## src/rtl/time_setter.sv

```systemverilog
// Button-driven hour/minute editor feeding the time-of-day counter's preset inputs.
// Each button is synchronized, debounced and turned into press (and optional auto-repeat) pulses.

module ts_button #(
    parameter int DEBOUNCE     = 4,
    parameter int REPEAT_EN    = 0,
    parameter int REPEAT_DELAY = 16,
    parameter int REPEAT_RATE  = 4
) (
    input  logic clock_i,
    input  logic reset_i,
    input  logic btn_i,
    output logic event_o
);
    localparam int DW   = (DEBOUNCE > 1) ? $clog2(DEBOUNCE) : 1;
    localparam int RMAX = (REPEAT_DELAY > REPEAT_RATE) ? REPEAT_DELAY : REPEAT_RATE;
    localparam int RW   = $clog2(RMAX + 1);

    logic [1:0]    sync_q;
    logic          level_q, level_d;
    logic [DW-1:0] db_cnt_q, db_cnt_d;
    logic          press_q;
    logic          rep_q, rep_d;
    logic          started_q, started_d;
    logic [RW-1:0] rep_cnt_q, rep_cnt_d;

    always_comb begin
        level_d  = level_q;
        db_cnt_d = '0;
        if (sync_q[1] != level_q) begin
            if (db_cnt_q == DW'(DEBOUNCE - 1)) level_d = sync_q[1];
            else                               db_cnt_d = db_cnt_q + DW'(1);
        end
    end

    // First repeat comes REPEAT_DELAY after the press, later ones every REPEAT_RATE.
    always_comb begin
        rep_d     = 1'b0;
        started_d = started_q;
        rep_cnt_d = rep_cnt_q;
        if (REPEAT_EN == 0 || !level_q) begin
            rep_cnt_d = '0;
            started_d = 1'b0;
        end else if (rep_cnt_q == (started_q ? RW'(REPEAT_RATE - 1) : RW'(REPEAT_DELAY - 1))) begin
            rep_d     = 1'b1;
            rep_cnt_d = '0;
            started_d = 1'b1;
        end else begin
            rep_cnt_d = rep_cnt_q + RW'(1);
        end
    end

    always_ff @(posedge clock_i or posedge reset_i) begin
        if (reset_i) begin
            sync_q    <= '0;
            level_q   <= 1'b0;
            db_cnt_q  <= '0;
            press_q   <= 1'b0;
            rep_q     <= 1'b0;
            started_q <= 1'b0;
            rep_cnt_q <= '0;
        end else begin
            sync_q    <= {sync_q[0], btn_i};
            level_q   <= level_d;
            db_cnt_q  <= db_cnt_d;
            press_q   <= level_d & ~level_q;
            rep_q     <= rep_d;
            started_q <= started_d;
            rep_cnt_q <= rep_cnt_d;
        end
    end

    assign event_o = press_q | rep_q;
endmodule

module time_setter #(
    parameter int DEBOUNCE     = 4,
    parameter int REPEAT_DELAY = 16,
    parameter int REPEAT_RATE  = 4,
    parameter int TIMEOUT      = 1024
) (
    input  logic       clock,
    input  logic       reset,
    input  logic       btn_mode,
    input  logic       btn_up,
    input  logic       btn_down,
    input  logic [4:0] cur_ore,
    input  logic [5:0] cur_minute,
    output logic [4:0] timp_ore,
    output logic [5:0] timp_minute,
    output logic       load,
    output logic       editing,
    output logic [1:0] edit_field
);
    typedef enum logic [1:0] {
        S_IDLE   = 2'b00,
        S_EDIT_H = 2'b01,
        S_EDIT_M = 2'b10,
        S_COMMIT = 2'b11
    } state_t;

    localparam int TW = $clog2(TIMEOUT + 1);

    state_t        state_q, state_d;
    logic [4:0]    ore_q, ore_d;
    logic [5:0]    min_q, min_d;
    logic [TW-1:0] tmo_q, tmo_d;
    logic [2:0]    btn_raw, btn_evt;
    logic          mode_ev, step_up, step_dn, any_ev, in_edit, tmo_hit;

    assign btn_raw = {btn_down, btn_up, btn_mode};

    genvar gi;
    generate
        for (gi = 0; gi < 3; gi++) begin : g_btn
            ts_button #(
                .DEBOUNCE    (DEBOUNCE),
                .REPEAT_EN   ((gi != 0) ? 1 : 0),
                .REPEAT_DELAY(REPEAT_DELAY),
                .REPEAT_RATE (REPEAT_RATE)
            ) u_btn (
                .clock_i(clock),
                .reset_i(reset),
                .btn_i  (btn_raw[gi]),
                .event_o(btn_evt[gi])
            );
        end
    endgenerate

    // Mode beats a step; opposing steps cancel.
    assign mode_ev = btn_evt[0];
    assign step_up = btn_evt[1] & ~btn_evt[2] & ~mode_ev;
    assign step_dn = btn_evt[2] & ~btn_evt[1] & ~mode_ev;
    assign any_ev  = |btn_evt;
    assign in_edit = (state_q == S_EDIT_H) || (state_q == S_EDIT_M);
    assign tmo_hit = in_edit && !any_ev && (tmo_q == TW'(TIMEOUT - 1));

    always_ff @(posedge clock or posedge reset) begin
        if (reset) begin
            state_q <= S_IDLE;
            ore_q   <= '0;
            min_q   <= '0;
            tmo_q   <= '0;
        end else begin
            state_q <= state_d;
            ore_q   <= ore_d;
            min_q   <= min_d;
            tmo_q   <= tmo_d;
        end
    end

    always_comb begin
        state_d = state_q;
        case (state_q)
            S_IDLE:   if (mode_ev) state_d = S_EDIT_H;
            S_EDIT_H: if (mode_ev) state_d = S_EDIT_M; else if (tmo_hit) state_d = S_IDLE;
            S_EDIT_M: if (mode_ev) state_d = S_COMMIT; else if (tmo_hit) state_d = S_IDLE;
            S_COMMIT: state_d = S_IDLE;
            default:  state_d = S_IDLE;
        endcase
    end

    always_comb begin
        tmo_d = '0;
        if (in_edit && !any_ev && !tmo_hit) tmo_d = tmo_q + TW'(1);
    end

    always_comb begin
        ore_d = ore_q;
        min_d = min_q;
        case (state_q)
            S_IDLE: if (mode_ev) begin
                ore_d = (cur_ore > 5'd23)    ? 5'd0 : cur_ore;
                min_d = (cur_minute > 6'd59) ? 6'd0 : cur_minute;
            end
            S_EDIT_H: begin
                if (step_up) ore_d = (ore_q >= 5'd23) ? 5'd0 : ore_q + 5'd1;
                if (step_dn) ore_d = (ore_q == 5'd0) ? 5'd23 : ore_q - 5'd1;
            end
            S_EDIT_M: begin
                if (step_up) min_d = (min_q >= 6'd59) ? 6'd0 : min_q + 6'd1;
                if (step_dn) min_d = (min_q == 6'd0) ? 6'd59 : min_q - 6'd1;
            end
            default: ;
        endcase
    end

    always_comb begin
        load       = (state_q == S_COMMIT);
        editing    = in_edit;
        edit_field = 2'b00;
        if (state_q == S_EDIT_H) edit_field = 2'b01;
        if (state_q == S_EDIT_M) edit_field = 2'b10;
    end

    assign timp_ore    = ore_q;
    assign timp_minute = min_q;
endmodule

```

## config.mk

```make
export PLATFORM = sky130hd
export DESIGN_NAME = time_setter
export DESIGN_NICKNAME = d
export VERILOG_FILES = /design/src/rtl/time_setter.sv
export SDC_FILE = /design/constraint.sdc
export NUM_CORES = 1
export LEC_CHECK = 0
export BUFFER_PORTS_ARGS = -buffer_cell sky130_fd_sc_hd__clkbuf_2
export CAP_MARGIN = 10
export CORE_MARGIN = 3
export CORE_UTILIZATION = 30
export CTS_CLUSTER_DIAMETER = 200
export DETAILED_ROUTE_END_ITERATION = 6
export SYNTH_ARGS = -nofsm -noshare
export SYNTH_HDL_FRONTEND = slang
export SYNTH_SLANG_ARGS = --single-unit
export TNS_END_PERCENT = 50
```

## constraint.sdc

```tcl
create_clock -name clock -period 1.7 [get_ports clock]
set_input_delay 0.255 -clock clock [delete_from_list [all_inputs] [get_ports clock]]
set_output_delay 0.255 -clock clock [all_outputs]
set_load 0.1 [all_outputs]
```

==> out/qor.csv <==
metric,value,unit
status,"finished, final reports clean",
first-pass GRT wire length,11.5,mm
max-slew violation count,0,
drt via density,4.93,
1st-iter DRT viols,106,
Placement Rows,36,
H-tree levels,2,
Startpoint Class,flop,
Worst-Skew Late Latency,0.31,ns
DRC errors left,0,
sequential fraction of the synthesis area,0.459,
n_diodes,0,
Hold Slack,0.0485,ns
LEAKAGE,1.72,nW
Synth cell types,53,
TritonCTS clock tree,done,
Max Fanout on Critical Path,8,
ys flop type,dfrtp_1,
global route overflow,0,
Clock Sinks,56,
CTS Buf Count,5,
adder-cell share of the synthesized area,0.0656,
post-synth top area cell,dfrtp_1,
nets@finish,402,
post-synth net total,354,
worst rel slew slack,0.632,
remaining antenna violation count,0,
Die Span Y,107,um
synthesized area,3050,sq um
initial antenna violation count,0,
filler instances,1026,
Die Area,11400,sq um
Tot GR Track Use,0.122,
synth warn,0,
crit share post-route,0.971,
pwr dens,1740,nW/um^2
"buffers from clock root to sink, at most",2,
post-synthesis compound-gate area fraction,0.144,
WL final,6.46,mm
RSZ-0062 raised after global routing,yes,
Mean Syn Cell Area,9.48,sq um
Simple-Gate Fraction of Synth Area,0.225,
critical path required time,1.44,ns
Min-Delay Path Depth,1,
pin count of the biggest net entering global routing,22,
post-detail-place hpwl,4.83,mm
clock slew seen by the registers of the worst setup and hold paths,0.12,ns
# setup viols final,0,
XOR/XNOR share of the synthesized area,0.0574,
TritonRoute pass-1 iters,4,
Starting Density,0.311,
WL/cell,12.8,um
CP endpoint kind,output pin,
highest clock rate,606,MHz
die extent in x,107,um
GP Congestion,0.834,
largest family of logic cells by synthesized area,simple AND/OR/NAND/NOR gates,
"EDFF count, synth",0,
vias in the first global route,2430,
ys async rst share,1.00,
cell count after synthesis,322,
Core ar.,9820,sq um
hold crit path type,in -> reg,
layout cells sized above 1,0.278,
clock period minus worst slack,1.65,ns
Root Buffer,clkbuf_8,
R2R depth,6,
Maximum Capacitance Violations,0,
mux share of post-synthesis cell area,0.00697,
share of Yosys cell area claimed by the top area cell type,0.459,
WS Path Type,reg -> out,
Final Hold Fails,0,
worst slew pin tran,0.555,ns
Via Count,2483,
Fin Setup TNS,0,ns
Clock Skew,0.0147,ns
Layout area overhead,24.0,%
# port buffers,30,
Worst EP arrival,1.40,ns
worst vdd ir,1.14,mV
synthesized flop and latch total,56,
I/O pin count,31,
dominant cells by area after synthesis,"dfrtp_1 (46%), ha_1 (6.6%), nor2_1 (6.4%)",
-- synthesized netlist by cell type, types with 2 or more instances --
cell type and n:
o22ai_1 5, o221ai_1 2, nor3b_1 4, a22oi_1 3, nand2b_1 2, nand4_1 4
a31oi_1 8, nor2_1 52, or3_4 2, xor2_1 14, and3_1 8, a31o_2 2
nor2b_1 4, inv_1 15, buf_2 3, o21a_1 2, a32oi_1 2, nor3_1 6
a21oi_1 13, clkbuf_1 5, nand3_1 23, o21ai_0 18, buf_6 2, nand2_1 15
xnor2_1 6, ha_1 16, o211a_1 2, nand3b_1 2, o211ai_1 2, buf_4 2
dfrtp_1 56
-- flip-flops by register name, indices dropped and copies added (netlist names) --
signal and cells:
g_btn.u_btn.db_cnt_q 6, g_btn.u_btn.level_q 3, g_btn.u_btn.press_q 3, g_btn.u_btn.rep_cnt_q 10, g_btn.u_btn.rep_q 2, g_btn.u_btn.started_q 2
g_btn.u_btn.sync_q 6, state_q 2, timp_minute 6, timp_ore 5, tmo_q 11
-- cells in the final DEF (no fill, tap or decap), drive strengths merged, types with 7 or more instances in the layout --
cell type	Yosys	layout
and3	8	8
clkbuf	5	29
ha	16	16
a21oi	13	13
nand2	16	16
nor2	53	53
nand3	23	23
xor2	14	14
dfrtp	56	56
inv	15	16
o21ai	18	18
a31oi	8	8
nor3	7	7
buf	7	28
-- metal layers --
metal | GRT usage | vias up | share of wire
met1 | 0.171 | 1202 | 0.48
met3 | 0.0259 | 2 | 0.042
met2 | 0.192 | 56 | 0.48
met5 | 0 | - | 0
li1 | - | 1223 | -
met4 | 0.0301 | 0 | 0.0042
-- critical path, stage by stage (launching register included) --
cell and delay (ns):
dfrtp_2 0.48, buf_4 0.17, buf_2 0.42
-- path summary, 6_finish.rpt --
| path | endpoint | start | slack [ns] |
|---|---|---|---|
| min in group asynchronous | g_btn[2].u_btn.sync_q[0] | reset | 0.49 |
| worst min register to register | g_btn[2].u_btn.sync_q[1] | g_btn[2].u_btn.sync_q[0] | 0.36 |
| worst max register to register | timp_minute[3] | timp_minute[0] | 0.07 |
| max in group asynchronous | timp_ore[0] | reset | 0.73 |
| worst max-delay path | timp_minute[2] | timp_minute[2] | 0.05 |
| worst min-delay path | g_btn[2].u_btn.sync_q[0] | btn_down | 0.05 |
-- cell type report --
| cell class | count | area [sq um] | area share |
|---|---|---|---|
| clock buffer | 5 | 68.8 | 0.0182 |
| clock inverter | 3 | 27.5 | 0.00728 |
| inverter | 15 | 56.3 | 0.0149 |
| multi-input combinational | 239 | 1640 | 0.432 |
| sequential | 56 | 1420 | 0.374 |
| tap | 133 | 166 | 0.0440 |
| timing repair buffer | 53 | 414 | 0.109 |
-- report_power, final --
part,switching [mW],internal (mW)
Combinational,2.40,1.29
Sequential,0.443,1.67
Clock,0.463,0.304
-- through the flow --
| stage | cell area [sq um] | util | cells | total power, mW | setup WS (ns) |
|---|---|---|---|---|---|
| 3_3_place_gp | 3590 | 0.366 | 490 | 5.65 | 0.105 |
| 4_1_cts | 3700 | 0.376 | 499 | 6.49 | 0.0301 |
| 2_1_floorplan | 3150 | - | 322 | 4.88 | -0.0498 |
| 3_5_place_dp | 3590 | 0.366 | 490 | 5.71 | 0.0810 |
| 6_report | 3780 | 0.385 | 504 | 6.57 | 0.0487 |
| 5_1_grt | 3780 | 0.385 | 504 | 7.06 | -0.0450 |
-- repair_timing --
action / 4_1_cts / 5_1_grt
hold endpoints to repair: 18 / 0
pin swaps: 0 / 5
resized for setup: 1 / 14
endpoints found under the setup margin: 1 / 15
buffers inserted: 0 / 6
hold buffers: 1 / 0
-- cell families after synthesis --
family,count (synthesis)
AOI/OAI and AO/OA,68
xor gates and xnor gates,20
adders and majority gates,16
buffers and inverters,27
DFF,56
muxes,2
and+or+nand+nor,133
Power figures use the tool's default switching activity.
